## src/rtl/multicycle_control_unit_if.sv

```systemverilog
// Handshake bundle between the multicycle control FSM and its datapath/memory.
// The datapath drives the decode fields, ALU flags and mem_ready; the FSM drives the strobes.
interface multicycle_control_unit_if #(
   parameter int CNT_W = 32
);
   logic [5:0]       opcode;
   logic [5:0]       func;
   logic             zero;
   logic             negative;
   logic             mem_ready;

   logic             ir_write;
   logic             pc_write;
   logic             mem_read;
   logic             mem_write_en;
   logic             mem_or_reg;
   logic             reg_write_enable;
   logic             reg_dest;
   logic             alu_src;
   logic             link;
   logic             branch;
   logic             jump;
   logic             jump_register;
   logic             does_shift_amount_need;
   logic             is_unsigned;
   logic             halted;
   logic             mem_error;
   logic [2:0]       state;
   logic [CNT_W-1:0] instr_count;

   modport master (
      output opcode, func, zero, negative, mem_ready,
      input  ir_write, pc_write, mem_read, mem_write_en, mem_or_reg, reg_write_enable,
             reg_dest, alu_src, link, branch, jump, jump_register, does_shift_amount_need,
             is_unsigned, halted, mem_error, state, instr_count
   );

   modport slave (
      input  opcode, func, zero, negative, mem_ready,
      output ir_write, pc_write, mem_read, mem_write_en, mem_or_reg, reg_write_enable,
             reg_dest, alu_src, link, branch, jump, jump_register, does_shift_amount_need,
             is_unsigned, halted, mem_error, state, instr_count
   );
endinterface

```

## src/rtl/multicycle_control_unit.sv

```systemverilog
// Multicycle MIPS-subset control FSM: FETCH/DECODE/EXEC/MEM/WB/HALT with a memory-wait
// timeout, a sticky memory-error flag and a retired-instruction counter.
module multicycle_control_unit #(
   parameter int CNT_W       = 32,
   parameter int MEM_TIMEOUT = 15
) (
   input logic                      clk,
   input logic                      rst,
   multicycle_control_unit_if.slave bus
);
   typedef enum logic [2:0] {
      FETCH  = 3'd0,
      DECODE = 3'd1,
      EXEC   = 3'd2,
      MEM    = 3'd3,
      WB     = 3'd4,
      HALT   = 3'd5
   } state_t;

   localparam logic [7:0] TIMEOUT = 8'(MEM_TIMEOUT);

   state_t           state_q, state_d;
   logic [5:0]       op_q, fn_q;
   logic [7:0]       wait_q;
   logic             err_q;
   logic [CNT_W-1:0] cnt_q;

   // Decode of the latched instruction fields; EXEC onward never looks at the live inputs.
   logic r_type, i_alu, is_lw, is_sw, is_br, shift_op, unsigned_op, br_taken, timeout;

   assign r_type      = (op_q == 6'h00);
   assign i_alu       = (op_q[5:3] == 3'b001);
   assign is_lw       = (op_q == 6'h23);
   assign is_sw       = (op_q == 6'h2B);
   assign is_br       = (op_q[5:2] == 4'b0001);
   assign shift_op    = r_type && (fn_q == 6'h00 || fn_q == 6'h02 || fn_q == 6'h03);
   assign unsigned_op = (op_q == 6'h09) || (op_q == 6'h0B) ||
                        (r_type && (fn_q == 6'h21 || fn_q == 6'h23 || fn_q == 6'h2B));
   assign timeout     = !bus.mem_ready && (wait_q == TIMEOUT);

   always_comb begin
      br_taken = 1'b0;
      case (op_q[1:0])
         2'b00: br_taken = bus.zero;
         2'b01: br_taken = !bus.zero;
         2'b10: br_taken = bus.zero || bus.negative;
         2'b11: br_taken = !bus.zero && !bus.negative;
         default: br_taken = 1'b0;
      endcase
   end

   always_comb begin
      state_d                    = state_q;
      bus.ir_write               = 1'b0;
      bus.pc_write               = 1'b0;
      bus.mem_read               = 1'b0;
      bus.mem_write_en           = 1'b0;
      bus.mem_or_reg             = 1'b0;
      bus.reg_write_enable       = 1'b0;
      bus.reg_dest               = 1'b0;
      bus.alu_src                = 1'b0;
      bus.link                   = 1'b0;
      bus.branch                 = 1'b0;
      bus.jump                   = 1'b0;
      bus.jump_register          = 1'b0;
      bus.does_shift_amount_need = 1'b0;
      bus.is_unsigned            = 1'b0;
      case (state_q)
         FETCH: begin
            bus.mem_read = 1'b1;
            if (bus.mem_ready) begin
               bus.ir_write = 1'b1;
               state_d      = DECODE;
            end else if (timeout) begin
               state_d = HALT;
            end
         end
         DECODE: state_d = (bus.opcode == 6'h00 && bus.func == 6'h0C) ? HALT : EXEC;
         EXEC: begin
            bus.does_shift_amount_need = shift_op;
            bus.is_unsigned            = unsigned_op;
            state_d                    = FETCH;
            if (is_br) begin
               bus.branch   = br_taken;
               bus.pc_write = 1'b1;
            end else if (op_q == 6'h02) begin
               bus.jump     = 1'b1;
               bus.pc_write = 1'b1;
            end else if (op_q == 6'h03) begin
               bus.jump             = 1'b1;
               bus.link             = 1'b1;
               bus.reg_write_enable = 1'b1;
               bus.pc_write         = 1'b1;
            end else if (r_type && fn_q == 6'h08) begin
               bus.jump_register = 1'b1;
               bus.pc_write      = 1'b1;
            end else if (is_lw || is_sw) begin
               bus.alu_src = 1'b1;
               state_d     = MEM;
            end else if (r_type || i_alu) begin
               state_d = WB;
            end else begin
               bus.pc_write = 1'b1;
            end
         end
         MEM: begin
            bus.mem_read     = is_lw;
            bus.mem_write_en = !is_lw;
            if (bus.mem_ready) begin
               if (is_lw) begin
                  state_d = WB;
               end else begin
                  bus.pc_write = 1'b1;
                  state_d      = FETCH;
               end
            end else if (timeout) begin
               state_d = HALT;
            end
         end
         WB: begin
            bus.reg_write_enable       = 1'b1;
            bus.pc_write               = 1'b1;
            bus.reg_dest               = r_type;
            bus.alu_src                = i_alu;
            bus.mem_or_reg             = is_lw;
            bus.does_shift_amount_need = shift_op;
            bus.is_unsigned            = unsigned_op;
            state_d                    = FETCH;
         end
         HALT:    state_d = HALT;
         default: state_d = HALT;
      endcase
      // State is already FETCH during reset, but nothing may strobe until it is released.
      if (rst) begin
         bus.ir_write               = 1'b0;
         bus.pc_write               = 1'b0;
         bus.mem_read               = 1'b0;
         bus.mem_write_en           = 1'b0;
         bus.mem_or_reg             = 1'b0;
         bus.reg_write_enable       = 1'b0;
         bus.reg_dest               = 1'b0;
         bus.alu_src                = 1'b0;
         bus.link                   = 1'b0;
         bus.branch                 = 1'b0;
         bus.jump                   = 1'b0;
         bus.jump_register          = 1'b0;
         bus.does_shift_amount_need = 1'b0;
         bus.is_unsigned            = 1'b0;
      end
   end

   always_ff @(posedge clk or posedge rst) begin
      if (rst) begin
         state_q <= FETCH;
         op_q    <= '0;
         fn_q    <= '0;
         wait_q  <= '0;
         err_q   <= 1'b0;
         cnt_q   <= '0;
      end else begin
         state_q <= state_d;
         if (state_q == DECODE) begin
            op_q <= bus.opcode;
            fn_q <= bus.func;
         end
         // Any state change clears the wait count, so it is zero on entry to FETCH/MEM.
         if (state_d != state_q)
            wait_q <= '0;
         else if ((state_q == FETCH || state_q == MEM) && !bus.mem_ready)
            wait_q <= wait_q + 8'd1;
         if ((state_q == FETCH || state_q == MEM) && timeout)
            err_q <= 1'b1;
         if (bus.pc_write)
            cnt_q <= cnt_q + 1'b1;
      end
   end

   assign bus.state       = state_q;
   assign bus.halted      = !rst && (state_q == HALT);
   assign bus.mem_error   = err_q;
   assign bus.instr_count = cnt_q;
endmodule

```

## src/flat_wrapper.sv

```systemverilog
// flat-port wrapper written by rule: the top's interface ports become plain ports
module multicycle_control_unit_flat 
#(
   parameter int CNT_W       = 32,
   parameter int MEM_TIMEOUT = 15
)
  (clk, rst, bus_opcode, bus_func, bus_zero, bus_negative, bus_mem_ready, bus_ir_write, bus_pc_write, bus_mem_read, bus_mem_write_en, bus_mem_or_reg, bus_reg_write_enable, bus_reg_dest, bus_alu_src, bus_link, bus_branch, bus_jump, bus_jump_register, bus_does_shift_amount_need, bus_is_unsigned, bus_halted, bus_mem_error, bus_state, bus_instr_count);
  multicycle_control_unit_if #(.CNT_W(CNT_W)) bus_i ();
  input logic clk;
  input logic rst;
  input wire logic [$bits(bus_i.opcode)-1:0] bus_opcode;
  input wire logic [$bits(bus_i.func)-1:0] bus_func;
  input wire logic [$bits(bus_i.zero)-1:0] bus_zero;
  input wire logic [$bits(bus_i.negative)-1:0] bus_negative;
  input wire logic [$bits(bus_i.mem_ready)-1:0] bus_mem_ready;
  output wire logic [$bits(bus_i.ir_write)-1:0] bus_ir_write;
  output wire logic [$bits(bus_i.pc_write)-1:0] bus_pc_write;
  output wire logic [$bits(bus_i.mem_read)-1:0] bus_mem_read;
  output wire logic [$bits(bus_i.mem_write_en)-1:0] bus_mem_write_en;
  output wire logic [$bits(bus_i.mem_or_reg)-1:0] bus_mem_or_reg;
  output wire logic [$bits(bus_i.reg_write_enable)-1:0] bus_reg_write_enable;
  output wire logic [$bits(bus_i.reg_dest)-1:0] bus_reg_dest;
  output wire logic [$bits(bus_i.alu_src)-1:0] bus_alu_src;
  output wire logic [$bits(bus_i.link)-1:0] bus_link;
  output wire logic [$bits(bus_i.branch)-1:0] bus_branch;
  output wire logic [$bits(bus_i.jump)-1:0] bus_jump;
  output wire logic [$bits(bus_i.jump_register)-1:0] bus_jump_register;
  output wire logic [$bits(bus_i.does_shift_amount_need)-1:0] bus_does_shift_amount_need;
  output wire logic [$bits(bus_i.is_unsigned)-1:0] bus_is_unsigned;
  output wire logic [$bits(bus_i.halted)-1:0] bus_halted;
  output wire logic [$bits(bus_i.mem_error)-1:0] bus_mem_error;
  output wire logic [$bits(bus_i.state)-1:0] bus_state;
  output wire logic [$bits(bus_i.instr_count)-1:0] bus_instr_count;
  assign bus_i.opcode = bus_opcode;
  assign bus_i.func = bus_func;
  assign bus_i.zero = bus_zero;
  assign bus_i.negative = bus_negative;
  assign bus_i.mem_ready = bus_mem_ready;
  assign bus_ir_write = bus_i.ir_write;
  assign bus_pc_write = bus_i.pc_write;
  assign bus_mem_read = bus_i.mem_read;
  assign bus_mem_write_en = bus_i.mem_write_en;
  assign bus_mem_or_reg = bus_i.mem_or_reg;
  assign bus_reg_write_enable = bus_i.reg_write_enable;
  assign bus_reg_dest = bus_i.reg_dest;
  assign bus_alu_src = bus_i.alu_src;
  assign bus_link = bus_i.link;
  assign bus_branch = bus_i.branch;
  assign bus_jump = bus_i.jump;
  assign bus_jump_register = bus_i.jump_register;
  assign bus_does_shift_amount_need = bus_i.does_shift_amount_need;
  assign bus_is_unsigned = bus_i.is_unsigned;
  assign bus_halted = bus_i.halted;
  assign bus_mem_error = bus_i.mem_error;
  assign bus_state = bus_i.state;
  assign bus_instr_count = bus_i.instr_count;
  multicycle_control_unit #(.CNT_W(CNT_W), .MEM_TIMEOUT(MEM_TIMEOUT)) u_core (.clk(clk), .rst(rst), .bus(bus_i));
endmodule
```

## config.mk

```make
export PLATFORM = sky130hd
export DESIGN_NAME = multicycle_control_unit_flat
export DESIGN_NICKNAME = d
export VERILOG_FILES = /design/src/rtl/multicycle_control_unit_if.sv /design/src/rtl/multicycle_control_unit.sv /design/src/flat_wrapper.sv
export SDC_FILE = /design/constraint.sdc
export NUM_CORES = 1
export LEC_CHECK = 0
export ABC_AREA = 1
export BUFFER_PORTS_ARGS = -buffer_cell sky130_fd_sc_hd__buf_4
export CAP_MARGIN = 40
export CORE_MARGIN = 4
export CORE_UTILIZATION = 56
export CTS_CLUSTER_DIAMETER = 150
export DETAILED_ROUTE_END_ITERATION = 8
export GPL_TIMING_DRIVEN = 0
export PLACE_DENSITY_LB_ADDON = 0.3
export SYNTH_ARGS = -nofsm -noshare
export SYNTH_HDL_FRONTEND = slang
export SYNTH_SLANG_ARGS = --single-unit
```

## constraint.sdc

```tcl
create_clock -name clk -period 4.1 [get_ports clk]
set_clock_uncertainty 0.2 [all_clocks]
set_input_delay 0.205 -clock clk [delete_from_list [all_inputs] [get_ports clk]]
set_output_delay 0.205 -clock clk [all_outputs]
set_load 0.1 [all_outputs]
```

Word level (Yosys, flattened, before mapping)
Index checks and enable logic that the tools add are counted.
Word-level totals
  word-level logic and storage cells: 131
  bits of input ports: 17
  output and inout bits: 51
  flip-flop bits (word level): 56
Operators by class
  equal/unequal tests: 25
  reduce and logical (&&, ||, !) cells: 31
  $add $sub $neg: 2
  muxes and demuxes: 67
Operators by type and width (count)
  $mux 1: 48
  $mux 3: 11
  $add 32x1->32 const B: 1
  $eq 6x6->1 const B: 5
  $eq 6x2->1 const B: 4
  $eq 6x4->1 const B: 4
  $logic_not 6->1: 3
  $mux 8: 2
  $pmux 3 s5: 1
  $logic_or 1x1->1: 10
  $logic_and 1x1->1: 9
  $add 8x1->8 const B: 1
  $eq 8x4->1 const B: 1
  $eq 3x1->1 const B: 2
  $eq 3x2->1 const B: 2
  $eq 3x3->1 const B: 2
  $pmux 1 s2: 3
  $logic_not 1->1: 5
  $eq 2x2->1 const B: 2
  $eq 4x1->1 const B: 1
  $pmux 1 s4: 1
  $logic_not 3->1: 1
  $ne 3x3->1: 1
  $pmux 1 s3: 1
  4 further kinds: 4

Logic depth before layout (Yosys ltp)
Gate-level depths: netlist of the first run.
  depth in word-level cells: 11
  gate-level depth with buffers: 11
  mapped depth without buffers: 11

Worst setup path before layout of the first run
No wires, ideal clock.
  kind: register to output
  from: register u_core.state_q[1], in the netlist u_core.bus.state[1]
  to: output bus_does_shift_amount_need
  cell stages (with the launch flop): 5
  path buffers: 0
  required time: 3.695 ns
  slack: -2.480 ns
  data arrival time: 6.175 ns
  cell sequence: dfrtp_1 inv_1 nor3_2 inv_1 a2111oi_0
Between the ends
  longest elaborated chain between the ends: 4
  elaborated cells between the ends (all ways): 5
  those cells by class: eq/ne: 2; mux: 2; reduce/logical: 1
Ends and longest elaborated chain
  from (decl): line multicycle_control_unit.sv:22  | state_t state_q, state_d;
  from (signal assigned): line multicycle_control_unit.sv:161  | state_q <= state_d;
  $eq 3x3->1 / $eq 3x2->1 (equally long branches): line multicycle_control_unit.sv:68  | case (state_q)
  $reduce_or 2->1 (no source line) *
  $mux 1 *: line multicycle_control_unit.sv:68
  $mux 1 *: line multicycle_control_unit.sv:134  | if (rst) begin
  to (decl): line flat_wrapper.sv:28  | output wire logic [$bits(bus_i.does_shift_amount_need)-1:0] bus_does_shift_amount_need;
Mark *: on every way between the ends. The rest lies on a longest branch, timed or not.

Worst setup path in the final report of the first run
  from: register u_core.op_q[2]
  to: output bus_pc_write
Between the ends
  longest elaborated chain between the ends: 10
  elaborated cells between the ends (all ways): 19
  those cells by class: eq/ne: 5; mux: 10; reduce/logical: 4
Ends and longest elaborated chain
  from (decl): line multicycle_control_unit.sv:23  | logic [5:0] op_q, fn_q;
  from (signal assigned): line multicycle_control_unit.sv:163  | op_q <= bus.opcode;
  $logic_not 6->1: line multicycle_control_unit.sv:31  | assign r_type = (op_q == 6'h00);
  $logic_or 1x1->1: line multicycle_control_unit.sv:100  | end else if (r_type || i_alu) begin
  $mux 1: line multicycle_control_unit.sv:100
  $mux 1: line multicycle_control_unit.sv:97  | end else if (is_lw || is_sw) begin
  $mux 1: line multicycle_control_unit.sv:94  | end else if (r_type && fn_q == 6'h08) begin
  $mux 1: line multicycle_control_unit.sv:89  | end else if (op_q == 6'h03) begin
  $mux 1: line multicycle_control_unit.sv:86  | end else if (op_q == 6'h02) begin
  $mux 1: line multicycle_control_unit.sv:83  | if (is_br) begin
  $pmux 1 s3 *: line multicycle_control_unit.sv:68
  $mux 1 *: line multicycle_control_unit.sv:134
  to (decl): line flat_wrapper.sv:17  | output wire logic [$bits(bus_i.pc_write)-1:0] bus_pc_write;
Marked as above.

==> results of run 1 <==
where the power goes:
group          switching [uW]  total (uW)  leakage, uW  internal (uW)
registers                   0         552     0.000710            552
logic                    31.8        53.9      0.00146           22.1
clock network             187         310    0.0000485            123
total                     219         916      0.00222            697
synth_stat cells:
cell       count  area [um^2]
xnor2_1       13          114
a2111oi_0      1         8.76
nor4_1         2         12.5
nand4_1        9         56.3
buf_1          2         7.51
nand3_4        1         17.5
xor2_1        22          193
nor4_2         1         12.5
nor3_1        16         80.1
a22oi_1        1         7.51
nand3b_1       2         15.0
clkbuf_1       4         15.0
a31o_2         1         8.76
buf_4          3         22.5
nor2_4         1         11.3
or2_2          1         6.26
buf_6          3         33.8
nand3_1       56          280
nand2_1      172          646
nand3_2        2         20.0
nand2_2        1         6.26
nor3_4         1         16.3
buf_2          1         5.00
o21ai_1        1         5.00
nor2_1        69          259
ha_1           2         25.0
mux2i_1        1         10.0
inv_1         37          139
nand2_4        1         11.3
nor3_2         3         30.0
o21ai_0       13         65.1
nor3b_1        2         15.0
a21oi_1        5         25.0
dfrtp_1       56         1400
repair_timing:
action                    CTS  global route
gates resized for setup     0             0
hold endpoints to repair   12             0
hold buffers               12             0
final timing paths:
check                      slack (ns)  depth (start not counted)                 start                          to
max                              1.37                         11        u_core.op_q[2]                bus_pc_write
min                              0.11                          4         bus_mem_ready         u_core.bus.state[0]
max reg2reg                      1.99                         11        u_core.op_q[2]  u_core.bus.instr_count[25]
min reg2reg                      0.29                          1  u_core.bus.mem_error        u_core.bus.mem_error
max in group asynchronous        2.75                          5                   rst  u_core.bus.instr_count[22]
min in group asynchronous        0.32                          4                   rst  u_core.bus.instr_count[29]
logic make-up after synthesis:
group | after synthesis | share of synthesized area, %
AND/OR/NAND/NOR | 340 | 41.8
flip-flops | 56 | 39.1
buffers and inverters | 50 | 6.22
XOR/XNOR | 35 | 8.56
AO/OA/AOI/OAI | 22 | 3.35
adder cells (fa/ha/maj) | 2 | 0.699
multiplexers | 1 | 0.280
layout make-up:
| class | instances | area, um^2 |
|---|---|---|
| Timing Repair Buffer | 79 | 636 |
| Clock inverter | 3 | 22.5 |
| Tap cell | 75 | 93.8 |
| Fill cell | 497 | 1650 |
| Clock buffer | 5 | 68.8 |
| Buffer | 13 | 85.1 |
| Inverter | 37 | 139 |
| Sequential cell | 56 | 1400 |
| Multi-Input combinational cell | 400 | 1970 |
layer usage:
layer  vias to the layer above  global-route usage (%)  part of all wire [%]
met5                         -                       0                     0
met4                         0                    7.95                   2.3
met3                        23                    4.14                   5.3
met2                       137                    46.2                    50
met1                      1643                    30.0                    42
li1                       1791                       -                     -
flip-flops by register name, summed over array words and instances (netlist names):
signal,count
u_core.fn_q,6
u_core.wait_q,8
u_core.bus.mem_error,1
u_core.bus.state,3
u_core.bus.instr_count,32
u_core.op_q,6
worst reg2reg max path: stages, from the launching register on:
cell     delay, ns
dfrtp_1       0.45
nor2_1        0.23
nand2_1       0.11
nor2_1        0.16
nand2_1       0.12
o21ai_1       0.09
nand2_1       0.08
nand3_2       0.17
nand2_4       0.12
buf_6         0.16
nand2_1       0.05
nand2_1       0.06
metrics by stage:
step	total power, uW	instance area, um^2	setup WS, ns
floorplan	585	3590	0.101
global placement	603	4180	-0.113
detailed placement	607	4200	1.60
CTS	922	4420	1.40
global route	950	4420	1.14
finish	916	4420	1.37
==> flow_summary.json, run 1 <==
{
  "drive_above_1_share_pct": 16.5,
  "avgRoutedWirePerCell_um": 13.9,
  "vias": 3594,
  "gp_congestion": 0.959,
  "cp-end-kind": "output pin",
  "worst_ep_required_time_ns": 3.69,
  "most-common-layout-cells": "nand2_1, nor2_1, buf_4, nand3_1, dfrtp_1",
  "placed_cells": 648,
  "drc_errors": 0,
  "p_leak_uw": 0.00222,
  "cap_violations": 0,
  "synth_nets": 525,
  "finalCriticalPeriod_ns": 2.73,
  "cts_setup_buffers": 0,
  "max_stage_delay_ns": 0.45,
  "cts_tree": "done",
  "holdCritPathClass": "input port to register",
  "clk_pin_slew_worst_paths_ns": 0.10,
  "grt_pass1_vias": 3414,
  "dr.first_iter.drc_count": 216,
  "cp.arrival_ns": 2.33,
  "synth_area_um2": 3580,
  "finalSetupViolations": 0,
  "io_pins": 68,
  "fin_nets": 611,
  "ir_drop_uv": 147,
  "crit_top_cell": "nand2_1",
  "die_x_um": 88.0,
  "grt_pass1_wl_mm": 15.4,
  "postLayoutCoreUtil_pct": 72.9,
  "grt_overflow": 0,
  "dr.pass1.iters": 5,
  "grt.total_usage_pct": 25.2,
  "rsz0062_at_grt": "no",
  "final_common_cell": "nand2_1",
  "outcome": "complete, no violations",
  "rows": 28,
  "cts_sinks": 56,
  "detail-route-antenna-nets": 0,
  "wirelength_mm": 9.29,
  "yosys_warnings": 0,
  "area_growth_pct": 23.3,
  "diodes": 0,
  "dieArea_um2": 7740,
  "die_h_um": 88.0,
  "slew_viol_final": 0,
  "slowest_stage": "dfrtp_1",
  "start_util_pct": 59.1,
  "cts_root_buf": "clkbuf_8",
  "cp-start-kind": "register",
  "grt_antenna_before_repair": 0,
  "core_area_um2": 6060,
  "avgSynthCellArea_um2": 7.08,
  "ys_ff_latch": 56,
  "worst_pin_slew_ns": 0.693,
  "path_max_fanout": 10,
  "min_period_over_period_pct": 66.7,
  "hold_violations": 0,
  "io_buffers": 66,
  "fin_cells": 668,
  "fmax_mhz": 366,
  "place_hpwl_mm": 7.11,
  "grt_max_degree": 34,
  "post_drt_via_cell_ratio": 5.38,
  "clk-insertion-delay-late_ns": 0.31,
  "ys_types": 34,
  "hold_ws_ns": 0.106,
  "clockBufferDepth": 2,
  "synth-seq-area-share_pct": 39.1,
  "cts_buffers": 5,
  "cpLargestDelayFamily": "simple AND/OR/NAND/NOR gates",
  "maxSlewHeadroom_pct": 53.8,
  "path_cells": "nor2_1 > nand2_1 > nor2_1 > nand2_1 > o21ai_1 > nand2_1 > nand3_2 > nand2_4 > buf_6 > inv_1 > buf_4",
  "netlist_instances": 506,
  "tns_ns": 0,
  "power-per-cell-area_nw_per_um2": 207,
  "critPathBufInv": 3,
  "cts_htree_levels": 2,
  "crit_type": "register to output pin"
}
No activity file was read; power rests on OpenSTA's default activity.
==> run 2: changes to the inputs <==
Clock period 4.1 ns to 2.77 ns, I/O delays scaled along.
==> flow_summary.json, run 2 (synthesis results as in run 1) <==
{
  "largest_register_ffs": 32,
  "cp.arrival_ns": 2.20,
  "min_period_over_period_pct": 91.7,
  "drive_above_1_share_pct": 19.1,
  "slowest_stage": "dfrtp_1",
  "cts_buffers": 5,
  "timing.rr.start": "u_core.bus.instr_count[0]",
  "start_util_pct": 59.1,
  "avgRoutedWirePerCell_um": 14.3,
  "dr.pass1.iters": 8,
  "grt.total_usage_pct": 26.0,
  "vias": 3618,
  "maxSlewHeadroom_pct": 53.9,
  "grt_overflow": 0,
  "worst_pin_slew_ns": 0.691,
  "fmax_mhz": 394,
  "dr.first_iter.drc_count": 200,
  "wirelength_mm": 9.58,
  "worst_ep_required_time_ns": 2.43,
  "finalSetupViolations": 0,
  "place_hpwl_mm": 7.16,
  "clk-insertion-delay-late_ns": 0.31,
  "grt_pass1_vias": 3337,
  "cts_htree_levels": 2,
  "diodes": 0,
  "cts_sinks": 56,
  "io_buffers": 66,
  "hold_violations": 0,
  "fin_nets": 611,
  "hold_end": "u_core.bus.state[0]",
  "reg2regPathDepth": 9,
  "most-common-layout-cells": "nand2_1, buf_4, nor2_1, nand3_1, dfrtp_1",
  "cp-end-kind": "output pin",
  "detail-route-antenna-nets": 0,
  "cts_tree": "done",
  "gp_congestion": 0.974,
  "die_h_um": 88.0,
  "post_drt_via_cell_ratio": 5.42,
  "clockBufferDepth": 2,
  "finalCriticalPeriod_ns": 2.54,
  "die_x_um": 88.0,
  "crit_type": "register to output pin",
  "power-per-cell-area_nw_per_um2": 308,
  "grt_max_degree": 34,
  "cap_violations": 0,
  "cts_root_buf": "clkbuf_8",
  "hold_ws_ns": 0.0365,
  "postPlaceCellArea_um2": 4270,
  "ff2ff_setup_slack_ns": 0.63,
  "final_area_um2": 4510,
  "slew_viol_final": 0,
  "path_max_fanout": 10,
  "rsz0062_at_grt": "no",
  "core_area_um2": 6060,
  "drc_errors": 0,
  "holdCritPathClass": "input port to register",
  "path_cells": "nor2_2 > nand2_2 > nor2_2 > nand2_1 > o21ai_1 > nand2_1 > nand3_4 > nand2_4 > buf_6 > inv_1 > buf_8",
  "p_leak_uw": 0.00222,
  "outcome": "complete, no violations",
  "fillCellCount": 464,
  "worstHoldStart": "bus_mem_ready",
  "max_stage_delay_ns": 0.45,
  "final_common_cell": "nand2_1",
  "r2r_end": "u_core.bus.instr_count[22]",
  "dieArea_um2": 7740,
  "io_pins": 68,
  "ir_drop_uv": 213,
  "clk_pin_slew_worst_paths_ns": 0.10,
  "cts_setup_buffers": 0,
  "totalPowerFinal_uw": 1390,
  "cp-start-kind": "register",
  "area_growth_pct": 26.0,
  "whs_path_depth": 4,
  "rows": 28,
  "grt_pass1_wl_mm": 15.7,
  "grt_antenna_before_repair": 0
}
-- run 2: changes by cell type in the layout (fill, tap and decap cells not counted), sizes merged --
cell,delta
inv,+1
clkinv,-2
clkbuf,+1
-- run 2: per-stage QoR --
stage	TNS, ns	setup WS (ns)	instances	utilization (%)
2_1_floorplan	-0.210	-0.0872	506	-
3_3_place_gp	-0.220	-0.220	647	70.2
3_5_place_dp	0	0.276	648	70.4
4_1_cts	0	0.0468	668	74.1
5_1_grt	0	0.00275	668	74.4
6_report	0	0.229	668	74.4
-- run 2: layout make-up --
| class | instances | area [um^2] | share of cell area, % |
|---|---|---|---|
| Tap cell | 75 | 93.8 | 2.08 |
| Multi-Input combinational cell | 400 | 2040 | 45.3 |
| Sequential cell | 56 | 1410 | 31.2 |
| Inverter | 37 | 139 | 3.08 |
| Clock inverter | 2 | 17.5 | 0.388 |
| Clock buffer | 6 | 82.6 | 1.83 |
| Buffer | 13 | 85.1 | 1.89 |
| Timing Repair Buffer | 79 | 643 | 14.3 |
-- run 2: worst max-delay path by stage --
stage                                 endpoint                start  cells after the start  slack, ns
after floorplan                 bus_mem_or_reg  u_core.bus.state[0]                      5      -0.09
after global placement    bus_reg_write_enable                  rst                      7      -0.22
after detailed placement  bus_reg_write_enable                  rst                      8       0.28
after CTS                         bus_pc_write       u_core.op_q[3]                     11       0.05
after global routing              bus_pc_write       u_core.op_q[2]                     11      0.003
final                             bus_pc_write       u_core.op_q[2]                     11       0.23
-- run 2: report_power, final --
part,internal (uW),switching (uW)
registers,817,0
logic,32.9,47.7
clock network,210,282
-- run 2: timing repair --
item                                    CTS  global route
hold endpoints to repair                 12             0
endpoints found under the setup margin    0             1
hold buffers                             12             0
resized for setup                         0             7
-- run 2: routing by layer --
metal,part of all wire (%),track usage (%),vias to the layer above
li1,-,-,1800
met1,42,33.4,1662
met2,50,44.7,127
met3,4.6,4.05,29
met4,3.1,9.21,0
met5,0,0,-
-- run 2: critical path: cells and delay by family (launching register included) --
kind,cells,cell delay [ns]
buf+inv,3,0.42
flops,1,0.45
compound gates,1,0.10
simple gates,7,0.93
